`config.mk`:
```
export PLATFORM = sky130hd
export DESIGN_NAME = rarp_rx_parser
export DESIGN_NICKNAME = d
export VERILOG_FILES = /design/src/rtl/rarp_pkg.sv /design/src/rtl/sat_counter.sv /design/src/rtl/rarp_rx_parser.sv
export SDC_FILE = /design/constraint.sdc
export NUM_CORES = 1
export LEC_CHECK = 0
export BUFFER_PORTS_ARGS = -buffer_cell sky130_fd_sc_hd__buf_2
export CORE_UTILIZATION = 60
export DETAILED_ROUTE_END_ITERATION = 16
export HOLD_SLACK_MARGIN = 0.15
export MAX_ROUTING_LAYER = met4
export PLACE_DENSITY = 0.87
export SYNTH_ARGS = -nofsm -noshare
export SYNTH_HDL_FRONTEND = slang
export SYNTH_SLANG_ARGS = --single-unit
export TNS_END_PERCENT = 30
```
`constraint.sdc`:
```
create_clock -name clk -period 24.3 [get_ports clk]
set_input_delay 2.43 -clock clk [delete_from_list [all_inputs] [get_ports clk]]
set_output_delay 2.43 -clock clk [all_outputs]
set_load 0.02 [all_outputs]
```
`src/rtl/rarp_pkg.sv`:
```
// Shared constants and state encoding for the RARP receive parser.
package rarp_pkg;

    localparam logic [7:0]  EXP_HLEN    = 8'd6;
    localparam logic [7:0]  EXP_PLEN    = 8'd4;
    localparam logic [15:0] OP_RARP_REQ = 16'd3;
    localparam logic [15:0] OP_RARP_REP = 16'd4;
    localparam int          RARP_WORDS  = 7;

    typedef enum logic [1:0] {
        ST_IDLE,
        ST_COLLECT,
        ST_CHECK,
        ST_HOLD
    } rarp_state_e;

    function automatic logic op_is_rarp(input logic [15:0] op);
        return (op == OP_RARP_REQ) || (op == OP_RARP_REP);
    endfunction

endpackage

```
`src/rtl/sat_counter.sv`:
```
// Event counter that sticks at all-ones instead of wrapping.
module sat_counter #(
    parameter int W = 16
) (
    input  logic         clk,
    input  logic         rst,
    input  logic         inc,
    output logic [W-1:0] count
);

    always_ff @(posedge clk or posedge rst) begin
        if (rst) begin
            count <= '0;
        end else if (inc && (count != '1)) begin
            count <= count + {{(W-1){1'b0}}, 1'b1};
        end
    end

endmodule

```
`src/rtl/rarp_rx_parser.sv`:
```
// Reassembles the 7-word RARP stream, validates the header and holds one
// decoded frame for the consumer until it is acknowledged.
//
// state   | meaning
// IDLE    | waiting for a word tagged rx_sof
// COLLECT | storing words 1..6; an rx_sof restarts the frame as truncated
// CHECK   | one cycle header validation, stream stalled
// HOLD    | decoded frame presented until frame_ack
module rarp_rx_parser
    import rarp_pkg::*;
#(
    parameter logic [15:0] EXP_HTYPE = 16'h0001,
    parameter logic [15:0] EXP_PTYPE = 16'h0800,
    parameter int          CNT_W     = 16
) (
    input  logic             clk,
    input  logic             rst,
    input  logic [31:0]      rx_word,
    input  logic             rx_valid,
    input  logic             rx_sof,
    output logic             rx_ready,
    input  logic [47:0]      my_mac,
    output logic             frame_valid,
    input  logic             frame_ack,
    output logic [15:0]      oper,
    output logic [47:0]      sha,
    output logic [31:0]      spa,
    output logic [47:0]      tha,
    output logic [31:0]      tpa,
    output logic             for_me,
    output logic [CNT_W-1:0] acc_cnt,
    output logic [CNT_W-1:0] drop_cnt,
    output logic [CNT_W-1:0] trunc_cnt
);

    rarp_state_e                   state;
    logic [2:0]                    idx;
    logic [RARP_WORDS-1:0][31:0]   wbuf;

    logic        accept;
    logic        hdr_pass;
    logic [15:0] w_htype, w_ptype, w_oper;
    logic [7:0]  w_hlen, w_plen;
    logic [47:0] w_sha, w_tha;
    logic [31:0] w_spa;

    assign accept  = rx_valid && rx_ready;

    assign w_htype = wbuf[0][31:16];
    assign w_ptype = wbuf[0][15:0];
    assign w_hlen  = wbuf[1][31:24];
    assign w_plen  = wbuf[1][23:16];
    assign w_oper  = wbuf[1][15:0];
    assign w_sha   = {wbuf[2], wbuf[3][31:16]};
    assign w_spa   = {wbuf[3][15:0], wbuf[4][31:16]};
    assign w_tha   = {wbuf[4][15:0], wbuf[5]};

    assign hdr_pass = (w_htype == EXP_HTYPE) && (w_ptype == EXP_PTYPE) &&
                      (w_hlen == EXP_HLEN) && (w_plen == EXP_PLEN) &&
                      op_is_rarp(w_oper);

    always_ff @(posedge clk or posedge rst) begin
        if (rst) begin
            state       <= ST_IDLE;
            idx         <= 3'd0;
            wbuf        <= '0;
            rx_ready    <= 1'b1;
            frame_valid <= 1'b0;
            for_me      <= 1'b0;
            oper        <= '0;
            sha         <= '0;
            spa         <= '0;
            tha         <= '0;
            tpa         <= '0;
        end else begin
            case (state)
                ST_IDLE: begin
                    if (accept && rx_sof) begin
                        wbuf[0] <= rx_word;
                        idx     <= 3'd1;
                        state   <= ST_COLLECT;
                    end
                end
                ST_COLLECT: begin
                    if (accept) begin
                        if (rx_sof) begin
                            wbuf[0] <= rx_word;
                            idx     <= 3'd1;
                        end else begin
                            wbuf[idx] <= rx_word;
                            idx       <= idx + 3'd1;
                            if (idx == 3'(RARP_WORDS - 1)) begin
                                state    <= ST_CHECK;
                                rx_ready <= 1'b0;
                            end
                        end
                    end
                end
                ST_CHECK: begin
                    if (hdr_pass) begin
                        oper        <= w_oper;
                        sha         <= w_sha;
                        spa         <= w_spa;
                        tha         <= w_tha;
                        tpa         <= wbuf[6];
                        for_me      <= (w_tha == my_mac);
                        frame_valid <= 1'b1;
                        state       <= ST_HOLD;
                    end else begin
                        rx_ready <= 1'b1;
                        state    <= ST_IDLE;
                    end
                end
                ST_HOLD: begin
                    if (frame_ack) begin
                        frame_valid <= 1'b0;
                        rx_ready    <= 1'b1;
                        state       <= ST_IDLE;
                    end
                end
                default: state <= ST_IDLE;
            endcase
        end
    end

    // Counters see the same decode the FSM acts on, so they step on the deciding edge.
    sat_counter #(.W(CNT_W)) u_acc_cnt (
        .clk   (clk),
        .rst   (rst),
        .inc   ((state == ST_CHECK) && hdr_pass),
        .count (acc_cnt)
    );

    sat_counter #(.W(CNT_W)) u_drop_cnt (
        .clk   (clk),
        .rst   (rst),
        .inc   ((state == ST_CHECK) && !hdr_pass),
        .count (drop_cnt)
    );

    sat_counter #(.W(CNT_W)) u_trunc_cnt (
        .clk   (clk),
        .rst   (rst),
        .inc   ((state == ST_COLLECT) && accept && rx_sof),
        .count (trunc_cnt)
    );

endmodule

```
==> results.json <==
{
  "ys_warn_count": 0,
  "ant_nets": 0,
  "vias_per_cell": 5.58,
  "die_w_um": 177,
  "fmaxAchievable_ghz": 0.216,
  "grt_pass1_wl_um": 70200,
  "critPathMaxStageDelay_ns": 0.94,
  "drive_gt1_share_pct": 33.8,
  "synth_top_area_share_pct": 61.7,
  "ctsResizeCount": 0,
  "ctsHoldBuffers": 0,
  "io_pins": 312,
  "cts_buffer_depth": 3,
  "dieArea_um2": 31400,
  "synth_ff_type": "dfrtp_1",
  "powerDensity_nw_per_um2": 89.6,
  "whs_ns": 0.458,
  "setup_viol": 0,
  "synth_nets": 1630,
  "cp.required_ns": 24.81,
  "synthAdderAreaFrac_pct": 0.339,
  "grt_pass1_vias": 13000,
  "drcViolationCount": 0,
  "min_period_ns": 4.62,
  "grt.total_usage_pct": 29.9,
  "yosys.cell_types.count": 46,
  "htreeDepth": 2,
  "yosysTopAreaCell": "dfrtp_1",
  "critPathKind": "in2async",
  "synthTopCellsByArea": "dfrtp_1 (62%), mux2_2 (12%), nand2_1 (11%)",
  "outcome": "finished, final reports clean",
  "synth_edf_count": 0,
  "cts_sinks": 456,
  "endpoint_kind": "asynchronous set/reset pin",
  "antenna_found_initial": 3,
  "timing.final.crit_share_pct": 19.0,
  "drv_cap": 0,
  "syn2layout_area_growth_pct": 17.1,
  "tightest_slew_ns": 1.13,
  "cts_setup_buffers": 0,
  "clk_latency_ns": 0.55,
  "drv_slew": 0,
  "drtIter0Drc": 856,
  "rsz0062_at_grt": "false",
  "clk_pin_slew_ns": 0.06,
  "critPathMaxFanout": 146,
  "synth.most_common_cell": "nand2_1",
  "wirelength_um": 44600,
  "clock-skew-final_ns": 0.0289,
  "arrival_ns": 5.13,
  "route.vias.total": 12600,
  "fp.dieH_um": 177,
  "synth_area_um2": 18400,
  "cts_buffers": 45,
  "syn_area_per_cell_um2": 12.0,
  "overflow": 0,
  "ir_drop_uv": 63.5,
  "synth-seq-cells": 456,
  "worstPathCellList": "buf_2 > inv_8 > buf_4 > buf_4",
  "drtPass1Iterations": 4,
  "final_nets": 1929,
  "async_reset_ff_share_pct": 100,
  "setup_tns_ns": 0,
  "cts_tree": "built",
  "hold_viol": 0,
  "syn_inst": 1540,
  "cp_slowest_cell": "buf_4",
  "place_hpwl_um": 28300,
  "wl_per_cell_um": 19.7,
  "coreArea_um2": 30000,
  "leakage_nw": 11.9,
  "initial_core_util_pct": 61.6,
  "hold_class": "reg2reg",
  "crit_path_start_kind": "input pin",
  "timing.slew.headroom_pct": 24.7,
  "num_rows": 63,
  "muxShareOfSynthArea_pct": 14.5,
  "synth_top_family_by_area": "simple AND/OR/NAND/NOR gates",
  "synthTopCellsByCount": "nand2_1 (518), dfrtp_1 (455), mux2_2 (195)",
  "synth_compound_area_share_pct": 0.556,
  "crit_top_cell": "buf_4",
  "gp_congestion": 0.865,
  "cts-root-buf": "clkbuf_16",
  "io_buffers": 311,
  "synth-xor-area-share_pct": 4.42,
  "yosys.area_share.simple_pct": 15.9,
  "grt_max_degree": 147,
  "seq_area_frac_synth_pct": 61.9
}
## sequential cells by signal, summed over array words and instances, names as in the netlist, 16 cells and up
signal and flops:
sha 48, spa 32, w_tha 48, w_oper 16
u_acc_cnt.count 16, tha 48, w_htype 16, w_ptype 16
tpa 32, oper 16, w_spa 32, w_sha 48
wbuf 32, u_trunc_cnt.count 16, u_drop_cnt.count 16
## layer usage
layer | share of wire (%) | global-route usage (%) | up-vias | wire length [um]
met5 | 0 | - | - | 0
met3 | 6.8 | 6.17 | 96 | 3040
met1 | 41 | 38.2 | 6424 | 18200
met2 | 49 | 47.5 | 431 | 21900
li1 | - | - | 5675 | -
met4 | 3.2 | 10.9 | 0 | 1440
## cell families (layout without fill, tap and decap cells)
kind of cell	count (synthesis)	in the layout
and+or+nand+nor	669	669
DFF	456	456
muxes	227	227
xor gates and xnor gates	93	93
buffers and inverters	72	401
AOI/OAI and AO/OA	18	18
adders and majority gates	5	5
other	0	3
## power by group
| group | internal, mW | total, mW | switching [mW] |
|---|---|---|---|
| clock network | 0.391 | 0.674 | 0.283 |
| registers | 0.897 | 0.995 | 0.0970 |
| logic | 0.159 | 0.267 | 0.108 |
## critical path: cells and delay by family
family                 cells  cell delay [ns]
buffers and inverters      4             2.58
## layout by cell type (no fill, tap or decap), drive strengths merged, types with 2 or more instances in the layout
cell,netlist,routed
buf,52,319
nor2,23,23
dfrtp,455,455
nand2,518,518
nand3,19,19
nand4b,2,2
nand3b,2,2
mux2,227,227
and3,11,11
ha,5,5
o21ai,11,11
a21oi,3,3
nand4,30,30
and4,3,3
nor2b,2,2
diode,0,3
inv,5,5
clkbuf,15,69
nor3,15,15
clkinv,0,6
nor4b,7,7
xnor2,64,64
and3b,2,2
xor2,29,29
and2,14,14
nor4,18,18
## stage by stage
stage,power (mW),cell area (um^2),util (%),instances,setup WS (ns)
floorplan,1.18,18400,-,1540,9.16
global placement,1.24,20200,67.3,2182,19.01
detailed placement,1.27,20200,67.3,2182,18.96
CTS,1.94,21600,72.1,2259,19.51
global route,2.01,21600,72.1,2262,19.15
finish,1.94,21600,72.1,2262,19.68
## layout make-up
type / count / area [um^2]
clock inverters: 8 / 78.8
clock buffers: 69 / 1350
multi-input cells: 1012 / 6610
inverters: 5 / 26.3
well taps: 390 / 488
flip-flops and latches: 456 / 11400
repair buffers: 319 / 1630
diodes: 3 / 7.51
fillers: 1947 / 8350
## path summary, 6_finish.rpt
check	endpoint	cells past startpoint	slack, ns	start
min in group asynchronous	u_drop_cnt.count[3]$_DFFE_PP0P_	2	2.08	rst
worst max register to register	oper[0]$_DFFE_PP0P_	7	20.81	w_oper[8]$_DFFE_PP0P_
worst min-delay path	tpa[0]$_DFFE_PP0P_	2	0.46	tpa[0]$_DFFE_PP0P_
worst min register to register	tpa[0]$_DFFE_PP0P_	2	0.46	tpa[0]$_DFFE_PP0P_
worst max-delay path	spa[31]$_DFFE_PP0P_	4	19.68	rst
max in group clk	wbuf[201]$_DFFE_PP0P_	6	20.02	rx_valid
Power figures use the tool's default switching activity.
